===== src/rtl/spi_target_pkg.sv =====
// Shared types and constants for the SPI target engine.
package spi_target_pkg;

   // Fewest synchroniser flops that still give a safe metastability margin.
   localparam int unsigned SYNC_STAGES_MIN = 2;

   typedef enum logic [1:0] {
      ST_IDLE  = 2'd0,
      ST_LOAD  = 2'd1,
      ST_SHIFT = 2'd2
   } state_e;

endpackage


===== src/rtl/spi_target_sync.sv =====
// N-stage synchroniser for one asynchronous pin, plus a history flop for edge strobes.
//   clk, rst_n : system clock, async active-low reset
//   din        : asynchronous pin
//   level      : synchronised value (last synchroniser flop)
//   rise_c     : one-cycle strobe on a synchronised 0->1 transition
//   fall_c     : one-cycle strobe on a synchronised 1->0 transition
module spi_target_sync #(
   parameter int unsigned STAGES    = 2,
   parameter bit          RESET_VAL = 1'b0
) (
   input  logic clk,
   input  logic rst_n,
   input  logic din,
   output logic level,
   output logic rise_c,
   output logic fall_c
);

   logic [STAGES-1:0] sync_q;
   logic              hist_q;
   logic [STAGES:0]   fill_q;

   // Synchroniser chain, history flop and a fill marker that walks in after reset.
   always_ff @(posedge clk or negedge rst_n) begin
      if (!rst_n) begin
         sync_q <= {STAGES{RESET_VAL}};
         hist_q <= RESET_VAL;
         fill_q <= '0;
      end else begin
         sync_q <= {sync_q[STAGES-2:0], din};
         hist_q <= sync_q[STAGES-1];
         fill_q <= {fill_q[STAGES-1:0], 1'b1};
      end
   end

   assign level = sync_q[STAGES-1];

   // Strobes stay masked until both level and history hold real pin samples, so a
   // pin sitting away from its idle value at reset release is not seen as an edge.
   assign rise_c = fill_q[STAGES] &  level & ~hist_q;
   assign fall_c = fill_q[STAGES] & ~level &  hist_q;

endmodule


===== src/rtl/spi_target.sv =====
// SPI target engine: oversamples sclk/ss/mosi in the io_clock domain, deserialises
// MOSI into words and serialises MISO from a valid/ready tx stream.
//   io_clock, io_reset_n         : system clock, async active-low reset
//   io_spi_sclk/ss/mosi          : SPI pins from the controller (asynchronous)
//   io_spi_miso, io_spi_miso_oe  : MISO data and its output enable
//   io_rx_valid, io_rx_payload   : received-word pulse and held word
//   io_tx_valid/ready/payload    : tx word stream (ready pulses when a word is taken)
//   io_tx_underrun               : pulse when FILL_WORD was loaded instead of tx data
//   io_frame_abort               : pulse when ss deasserts mid-word
//   io_busy                      : high while selected
module spi_target
   import spi_target_pkg::*;
#(
   parameter int unsigned           DATA_WIDTH  = 8,
   parameter bit                    CPOL        = 1'b0,
   parameter int unsigned           SYNC_STAGES = 2,
   parameter logic [DATA_WIDTH-1:0] FILL_WORD   = '1
) (
   input  logic                  io_clock,
   input  logic                  io_reset_n,
   input  logic                  io_spi_sclk,
   input  logic                  io_spi_ss,
   input  logic                  io_spi_mosi,
   output logic                  io_spi_miso,
   output logic                  io_spi_miso_oe,
   output logic                  io_rx_valid,
   output logic [DATA_WIDTH-1:0] io_rx_payload,
   input  logic                  io_tx_valid,
   output logic                  io_tx_ready,
   input  logic [DATA_WIDTH-1:0] io_tx_payload,
   output logic                  io_tx_underrun,
   output logic                  io_frame_abort,
   output logic                  io_busy
);

   localparam int unsigned STAGES = (SYNC_STAGES < SYNC_STAGES_MIN) ? SYNC_STAGES_MIN : SYNC_STAGES;
   localparam int unsigned CNT_W  = $clog2(DATA_WIDTH + 1);

   logic sclk_level, sclk_rise_c, sclk_fall_c;
   logic ss_level, ss_rise_c, ss_fall_c;
   logic mosi_level, mosi_rise_c, mosi_fall_c;
   logic unused_c;

   spi_target_sync #(.STAGES(STAGES), .RESET_VAL(CPOL)) u_sync_sclk (
      .clk(io_clock), .rst_n(io_reset_n), .din(io_spi_sclk),
      .level(sclk_level), .rise_c(sclk_rise_c), .fall_c(sclk_fall_c));

   spi_target_sync #(.STAGES(STAGES), .RESET_VAL(1'b1)) u_sync_ss (
      .clk(io_clock), .rst_n(io_reset_n), .din(io_spi_ss),
      .level(ss_level), .rise_c(ss_rise_c), .fall_c(ss_fall_c));

   spi_target_sync #(.STAGES(STAGES), .RESET_VAL(1'b0)) u_sync_mosi (
      .clk(io_clock), .rst_n(io_reset_n), .din(io_spi_mosi),
      .level(mosi_level), .rise_c(mosi_rise_c), .fall_c(mosi_fall_c));

   assign unused_c = ^{sclk_level, ss_level, mosi_rise_c, mosi_fall_c};

   state_e                state_q, state_d;
   logic [DATA_WIDTH-1:0] tx_shift_q, tx_shift_d;
   logic [DATA_WIDTH-1:0] rx_shift_q, rx_shift_d;
   logic [DATA_WIDTH-1:0] rx_payload_q, rx_payload_d;
   logic [CNT_W-1:0]      bit_cnt_q, bit_cnt_d;
   logic                  reload_q, reload_d;
   logic                  skip_q, skip_d;
   logic                  miso_q, miso_d;
   logic                  miso_oe_q, miso_oe_d;
   logic                  busy_q, busy_d;
   logic                  rx_valid_q, rx_valid_d;
   logic                  tx_ready_q, tx_ready_d;
   logic                  tx_underrun_q, tx_underrun_d;
   logic                  frame_abort_q, frame_abort_d;
   logic                  do_load;
   logic [DATA_WIDTH-1:0] load_word_c;

   assign load_word_c = io_tx_valid ? io_tx_payload : FILL_WORD;

   // State and datapath registers.
   always_ff @(posedge io_clock or negedge io_reset_n) begin
      if (!io_reset_n) begin
         state_q       <= ST_IDLE;
         tx_shift_q    <= '0;
         rx_shift_q    <= '0;
         rx_payload_q  <= '0;
         bit_cnt_q     <= '0;
         reload_q      <= 1'b0;
         skip_q        <= 1'b0;
         miso_q        <= 1'b1;
         miso_oe_q     <= 1'b0;
         busy_q        <= 1'b0;
         rx_valid_q    <= 1'b0;
         tx_ready_q    <= 1'b0;
         tx_underrun_q <= 1'b0;
         frame_abort_q <= 1'b0;
      end else begin
         state_q       <= state_d;
         tx_shift_q    <= tx_shift_d;
         rx_shift_q    <= rx_shift_d;
         rx_payload_q  <= rx_payload_d;
         bit_cnt_q     <= bit_cnt_d;
         reload_q      <= reload_d;
         skip_q        <= skip_d;
         miso_q        <= miso_d;
         miso_oe_q     <= miso_oe_d;
         busy_q        <= busy_d;
         rx_valid_q    <= rx_valid_d;
         tx_ready_q    <= tx_ready_d;
         tx_underrun_q <= tx_underrun_d;
         frame_abort_q <= frame_abort_d;
      end
   end

   // Next-state and output logic.
   always_comb begin
      state_d       = state_q;
      tx_shift_d    = tx_shift_q;
      rx_shift_d    = rx_shift_q;
      rx_payload_d  = rx_payload_q;
      bit_cnt_d     = bit_cnt_q;
      reload_d      = reload_q;
      skip_d        = skip_q;
      miso_d        = miso_q;
      miso_oe_d     = miso_oe_q;
      busy_d        = busy_q;
      rx_valid_d    = 1'b0;
      tx_ready_d    = 1'b0;
      tx_underrun_d = 1'b0;
      frame_abort_d = 1'b0;
      do_load       = 1'b0;

      // Deselect wins over any sclk edge seen in the same cycle.
      if (ss_rise_c && (state_q != ST_IDLE)) begin
         state_d       = ST_IDLE;
         miso_oe_d     = 1'b0;
         miso_d        = 1'b1;
         busy_d        = 1'b0;
         frame_abort_d = (bit_cnt_q != '0);
         bit_cnt_d     = '0;
         reload_d      = 1'b0;
         skip_d        = 1'b0;
      end else begin
         case (state_q)
            ST_IDLE: begin
               if (ss_fall_c) state_d = ST_LOAD;
            end
            ST_LOAD: begin
               do_load   = 1'b1;
               bit_cnt_d = '0;
               busy_d    = 1'b1;
               miso_oe_d = 1'b1;
               reload_d  = 1'b0;
               // Mode 3 opens with a falling edge whose MSB is already on miso.
               skip_d    = CPOL;
               state_d   = ST_SHIFT;
            end
            ST_SHIFT: begin
               if (sclk_rise_c) begin
                  rx_shift_d = {rx_shift_q[DATA_WIDTH-2:0], mosi_level};
                  if (bit_cnt_q == CNT_W'(DATA_WIDTH - 1)) begin
                     rx_payload_d = rx_shift_d;
                     rx_valid_d   = 1'b1;
                     bit_cnt_d    = '0;
                     reload_d     = 1'b1;
                  end else begin
                     bit_cnt_d = bit_cnt_q + CNT_W'(1);
                  end
               end
               if (sclk_fall_c) begin
                  if (skip_q) begin
                     skip_d = 1'b0;
                  end else if (reload_q) begin
                     do_load  = 1'b1;
                     reload_d = 1'b0;
                  end else begin
                     tx_shift_d = {tx_shift_q[DATA_WIDTH-2:0], 1'b0};
                     miso_d     = tx_shift_q[DATA_WIDTH-2];
                  end
               end
            end
            default: state_d = ST_IDLE;
         endcase

         // Pop the tx stream, or fall back to FILL_WORD when nothing is offered.
         if (do_load) begin
            tx_shift_d    = load_word_c;
            miso_d        = load_word_c[DATA_WIDTH-1];
            tx_ready_d    = io_tx_valid;
            tx_underrun_d = ~io_tx_valid;
         end
      end
   end

   assign io_spi_miso    = miso_q;
   assign io_spi_miso_oe = miso_oe_q;
   assign io_rx_valid    = rx_valid_q;
   assign io_rx_payload  = rx_payload_q;
   assign io_tx_ready    = tx_ready_q;
   assign io_tx_underrun = tx_underrun_q;
   assign io_frame_abort = frame_abort_q;
   assign io_busy        = busy_q;

endmodule

===== config.mk =====
export PLATFORM = sky130hd
export DESIGN_NAME = spi_target
export DESIGN_NICKNAME = d
export VERILOG_FILES = /design/src/rtl/spi_target_pkg.sv /design/src/rtl/spi_target_sync.sv /design/src/rtl/spi_target.sv
export SDC_FILE = /design/constraint.sdc
export NUM_CORES = 1
export LEC_CHECK = 0
export CAP_MARGIN = 20
export CORE_MARGIN = 10
export CORE_UTILIZATION = 30
export DETAILED_ROUTE_END_ITERATION = 12
export DONT_BUFFER_PORTS = 1
export PLACE_DENSITY = 0.41
export SLEW_MARGIN = 20
export SYNTH_ARGS = -nofsm -noshare
export SYNTH_HDL_FRONTEND = slang
export SYNTH_SLANG_ARGS = --single-unit
export TNS_END_PERCENT = 1

===== constraint.sdc =====
create_clock -name io_clock -period 2.1 [get_ports io_clock]
set_input_delay 0.42 -clock io_clock [delete_from_list [all_inputs] [get_ports io_clock]]
set_output_delay 0.42 -clock io_clock [all_outputs]
set_load 0.01 [all_outputs]

After elaboration in Yosys (flattened, before gate mapping)

Index checks and enable logic that the tools add are counted.

Eq/ne operators: 11
$add $sub $neg: 1
Multipliers: 0
Magnitude comparators: 0
Bitwise operators: 14
Muxes and demuxes: 45
Divide/modulo/power cells: 0
Reduce and logical (&&, ||, !) cells: 17
Shifts and indexed selects: 0

Operators by type and width:

| kind                                                                    | number |
|---|---|
| 7-bit 2-to-1 mux                                                        | 5 |
| 1-bit 2-to-1 mux                                                        | 29 |
| 4-bit 2-to-1 mux                                                        | 3 |
| 3-bit inequality test, second input constant                            | 3 |
| 3-bit nonzero test                                                      | 3 |
| 1-bit AND                                                               | 8 |
| 8-bit 2-to-1 mux                                                        | 1 |
| 4-bit one-hot mux with 2 select lines                                   | 1 |
| 4-bit AND reduction                                                     | 2 |
| 2-bit nonzero test                                                      | 4 |
| 3-bit by 1-bit inequality test with 1-bit output, second input constant | 2 |
| 1-bit NOT                                                               | 6 |
| 1-bit one-hot mux with 2 select lines                                   | 3 |
| 2-bit one-hot mux with 3 select lines                                   | 1 |
| 2-bit AND reduction                                                     | 3 |
| 5-bit AND reduction                                                     | 1 |
| 4-bit by 1-bit adder with 4-bit output, second input constant           | 1 |
| 4-bit by 3-bit equality test with 1-bit output, second input constant   | 1 |
| 2-bit 2-to-1 mux                                                        | 2 |
| 2-bit by 1-bit inequality test with 1-bit output, second input constant | 2 |
| 4-bit nonzero test                                                      | 1 |
| 3-bit AND reduction                                                     | 1 |
| 2-bit by 1-bit equality test with 1-bit output, second input constant   | 1 |
| 2-bit equality test, second input constant                              | 1 |
| 3 further kinds                                                         | 3 |

Bits of input ports: 14
Logic and storage cells: 108
Output and inout bits: 15
Latch bits: 0
Memory bits (read-only): 0
Bits in writable memories: 0
Memories kept: 0
Register bits: 50

Logic depth before layout (Yosys ltp)

Word-level depth: 8
Mapped depth: 7
Depth with buffers taken out: 6

By module

A second synthesis with hierarchy kept.

Cell total of the unflattened synthesis: 177
Area total of the unflattened synthesis: 2349.8 um^2

By module, submodules not included:

| module                            | seq. area each (um^2) | instances | cells an instance | area an instance (um^2) |
|---|---|---|---|---|
| spi_target                        | 877.1                 | 1         | 150               | 1831.8 |
| spi_target_sync (u_sync_mosi ...) | 150.1                 | 2         | 9                 | 171.4 |
| spi_target_sync (u_sync_ss)       | 153.9                 | 1         | 9                 | 175.2 |

Worst setup path before layout

OpenSTA, ideal clock, no wires.

Kind: register to register
Start point: register state_q[0]
End point: register tx_shift_q[2]
Arrival time: 1.920 ns
Data required time: 1.973 ns
Library setup time: 0.127 ns
Buffers on the path: 0
Path slack: 0.052 ns
Period minus slack after synthesis: 2.048 ns
Stages on the path, launching flop included: 7
Cells stage by stage: dfrtp_1 -> inv_1 -> ha_1 -> nand4b_2 -> o21ai_4 -> mux2_2 -> mux2_1

Word-level cells in the longest chain between the ends: 5
Elaborated cells on any way between the ends: 13
Classes of those cells: eq/ne: 4; mux: 3; bitwise: 1; reduce/logical: 5

RTL lines:

| element                                                                                          | line              | text |
|---|---|---|
| from (decl)                                                                                      | spi_target.sv:58  | `state_e state_q, state_d;` |
| from (signal assigned)                                                                           | spi_target.sv:95  | `state_q <= state_d;` |
| 2-bit equality test or 2-bit by 1-bit equality test with 1-bit output (tied branches)            | spi_target.sv:141 | `case (state_q)` |
| 1-bit one-hot mux with 2 select lines                                                            | spi_target.sv:141 |  |
| 1-bit 2-to-1 mux                                                                                 | spi_target.sv:131 | `if (ss_rise_c && (state_q != ST_IDLE)) begin` |
| 2-bit by 1-bit inequality test with 1-bit output (no line) or 2-bit nonzero test (tied branches) | --                |  |
| 5-bit AND reduction (no line)                                                                    | --                |  |
| to (signal assigned)                                                                             | spi_target.sv:96  | `tx_shift_q <= tx_shift_d;` |
| to (decl)                                                                                        | spi_target.sv:59  | `logic [DATA_WIDTH-1:0] tx_shift_q, tx_shift_d;` |

Several ways; a longest one is shown, not always the timed one. The select of a mux whose other input is x is not followed.
A chain may end at the register's enable or synchronous reset.

Worst setup path in the final report

Start point: register state_q[1]
End point: register tx_shift_q[2]

Same word-level chain as after synthesis.

==> impl_metrics.yaml <==
outcome:
  status: "finished clean"
floorplanning:
  die-area_um2: 10700
  ioPinCount: 29
  die_y_um: 103
  start_util: 0.308
  die_w_um: 103
  core_area_um2: 6790
  rows: 30
yosys:
  syn_inst: 158
  synth_seq_cells: 46
  ys_async_sr_fraction: 1.00
  yosysTopAreaCellShare: 0.503
  synth_fp_nets: 178
  synth_area_leaders: "dfrtp_1, mux2_4, dfstp_2"
  syn-cell-area_um2: 2090
  ys_seq_area_frac: 0.553
  synth-main-ff-cell: "dfrtp_1"
  synth_largest_area_cell: "dfrtp_1"
  yosysUniqueCellTypes: 42
  avgSynthCellArea_um2: 13.2
  yosys_warnings: 0
  synth_enable_flop_cells: 0
sta:
  fin_crit_ns: 1.96
  finalClockSkew_ns: 0.00504
  tightest_slew_ns: 0.528
  slew_headroom: 0.648
  fmax_mhz: 509
  hold_violations: 0
  fin_crit_sh: 0.935
  rsz0062_at_grt: "no"
  slew_viol_final: 0
  setup_tns_ns: 0
  setup_viol_count_final: 0
place:
  numPortBuffers: 0
  hpwl_um: 2930
  numPlacedInstances: 258
  place_congestion: 0.755
worst_setup_path:
  startpoint_type: "flip-flop"
  crit_slowest_cell: "dfrtp_1"
  worstSetupStartpoint: "state_q[1]$_DFFE_PN0P_"
  worst-path-buf-inv: 2
  critPathKind: "flip-flop to flip-flop"
  cp_common_cell: "buf_4"
  cp_cell_sequence: "buf_4, ha_1, buf_4, and4b_2, o211ai_2, o31ai_4, mux2_1"
  crit_family: "flip-flops"
  end_kind: "flip-flop"
  required_ns: 2.28
  reg2reg_from: "state_q[1]$_DFFE_PN0P_"
  critPathMaxFanout: 7
  cp.arrival_ns: 2.14
  cpPeakStageDelay_ns: 0.39
clock_network:
  clock_latency_ns: 0.30
  root_buffer: "clkbuf_8"
  cts_max_level: 2
  cts_tree: "done"
  cts_buffers: 5
  cts.sinks: 46
  clk_pin_slew_ns: 0.09
  cts_buffer_depth: 2
global_route:
  grt_use_met3: 0.0352
  grt_use_met2: 0.119
  grt_usage: 0.0838
  grt_pass1_wl_um: 6920
  grt_pass1_vias: 1329
  grt_max_degree: 47
  grt.overflow.total: 0
  grt_antenna_before_repair: 0
  gr-usage-met1: 0.108
  busiest_layer: "met2"
finish:
  diodes: 0
  syn2layout_area_growth_pct: 12.9
  drive_gt1_frac: 0.273
  fill_cells: 679
  final_util: 0.348
  fin_nets: 191
  fin_cells: 268
pwr:
  irDropWorstVdd_mv: 0.370
  internal_power_uw: 1670
  p_per_area_nw_per_um2: 1060
  leakagePower_uw: 0.00107
  p_sw_uw: 827
  comb_power_share: 0.321
  sw_frac_of_total: 0.331
  pwr-share-seq: 0.463
  p_clk_frac: 0.215
worst_hold_path:
  min_from: "io_spi_ss"
  worstHoldPathType: "primary input to flip-flop"
routing:
  antenna_left: 0
  drt_first_pass_iters: 4
  via_per_inst: 4.52
  first_iter_violations: 53
  drt-wirelength-per-cell_um: 15.1
  vias: 1212
  drt_wl_total_um: 4050
  drc: 0
job:
  maxCapViolCount: 0
-- path summary, 6_finish.rpt --
path                                                 end  slack, ns  cells after the start
setup / recovery               tx_shift_q[2]$_DFFE_PN0P_       0.14                      7
hold / removal             u_sync_ss.sync_q[0]$_DFF_PN1_       0.11                      0
hold reg to reg            u_sync_ss.fill_q[1]$_DFF_PN0_       0.35                      0
max in group asynchronous        io_spi_miso$_DFFE_PN1P_       1.21                      2
min in group asynchronous       bit_cnt_q[0]$_DFFE_PN0P_       0.62                      2
setup reg to reg               tx_shift_q[2]$_DFFE_PN0P_       0.14                      7
-- stage by stage --
stage / instance area (µm²) / hold WS [ns] / power (µW) / setup WS (ns)
6_report: 2360 / 0.112 / 2500 / 0.136
3_3_place_gp: 2240 / 0.127 / 1950 / 0.0621
3_5_place_dp: 2240 / 0.126 / 1960 / 0.0478
4_1_cts: 2360 / 0.0987 / 2540 / 0.0272
5_1_grt: 2360 / 0.0917 / 2700 / 0.0239
2_1_floorplan: 2090 / 0.124 / 1750 / 0.0523
-- power by group through the flow --
stage | Sequential, µW | Combinational (µW) | Clock (µW)
global route | 1180 | 905 | 612
detailed placement | 1180 | 780 | 0
CTS | 1160 | 811 | 571
global placement | 1180 | 769 | 0
finish | 1160 | 804 | 539
floorplan | 1160 | 594 | 0
-- repair_timing --
item                                    CTS  global route
endpoints found under the setup margin    0             9
hold buffers                              2             0
gates resized for setup                   0             1
setup buffers                             0             0
hold endpoints to repair                 46             0
-- final cells by class --
cell class | count | area, µm² | area share
Sequential cell | 46 | 1160 | 0.490
Timing Repair Buffer | 10 | 97.6 | 0.0413
Multi-Input combinational cell | 99 | 867 | 0.367
Clock inverter | 2 | 13.8 | 0.00583
Tap cell | 96 | 120 | 0.0509
Clock buffer | 6 | 72.6 | 0.0307
Inverter | 9 | 33.8 | 0.0143
-- placed cells by master (no fill, tap or decap), drive strengths merged, types with 6 or more instances in the layout --
cell type,synthesis,routed
mux2,19,19
inv,9,9
mux2i,10,10
nand2,6,6
o21ai,7,7
clkbuf,1,6
buf,2,9
dfrtp,42,42
nor2,10,10
ha,6,6
-- logic make-up (layout without fill, tap and decap cells) --
| logic type | after synthesis | after routing | synth area share |
|---|---|---|---|
| AO/OA/AOI/OAI | 23 | 23 | 0.0880 |
| adder cells (fa/ha/maj) | 6 | 6 | 0.0359 |
| buffers and inverters | 13 | 27 | 0.0323 |
| flip-flops | 46 | 46 | 0.553 |
| multiplexers | 29 | 29 | 0.168 |
| other | 1 | 1 | 0.00179 |
| AND/OR/NAND/NOR | 40 | 40 | 0.121 |
-- synth_stat cells (all sizes together), types with 2 or more instances --
| cell type | count |
|---|---|
| dfrtp | 42 |
| mux2 | 19 |
| mux2i | 10 |
| nor2 | 10 |
| inv | 9 |
| o21ai | 7 |
| ha | 6 |
| nand2 | 6 |
| a22o | 4 |
| dfstp | 4 |
| nand2b | 4 |
| nand3 | 4 |
| a21oi | 3 |
| and2 | 3 |
| a31oi | 2 |
| and4b | 2 |
| and4bb | 2 |
| buf | 2 |
| nand3b | 2 |
| nor3 | 2 |
| o31ai | 2 |
-- flip-flops by register name, indices dropped and copies added, names as in the netlist --
name / cells
io_rx_payload: 8
rx_shift_q: 7
tx_shift_q: 7
bit_cnt_q: 4
state_q: 2
u_sync_mosi.sync_q: 2
u_sync_sclk.sync_q: 2
u_sync_ss.fill_q: 2
u_sync_ss.sync_q: 2
io_busy: 1
io_frame_abort: 1
io_rx_valid: 1
io_spi_miso: 1
io_tx_ready: 1
io_tx_underrun: 1
reload_q: 1
u_sync_sclk.fill_q: 1
u_sync_sclk.hist_q: 1
u_sync_ss.hist_q: 1
-- per-layer routing --
metal  wire length [µm]  share of wire  vias to the layer above
met5                  0              0                        -
met4                 44          0.011                        0
met3                275          0.068                        5
met2               1810           0.45                       21
met1               1920           0.47                      599
li1                   -              -                      587
(Power assumes the default switching activity.)
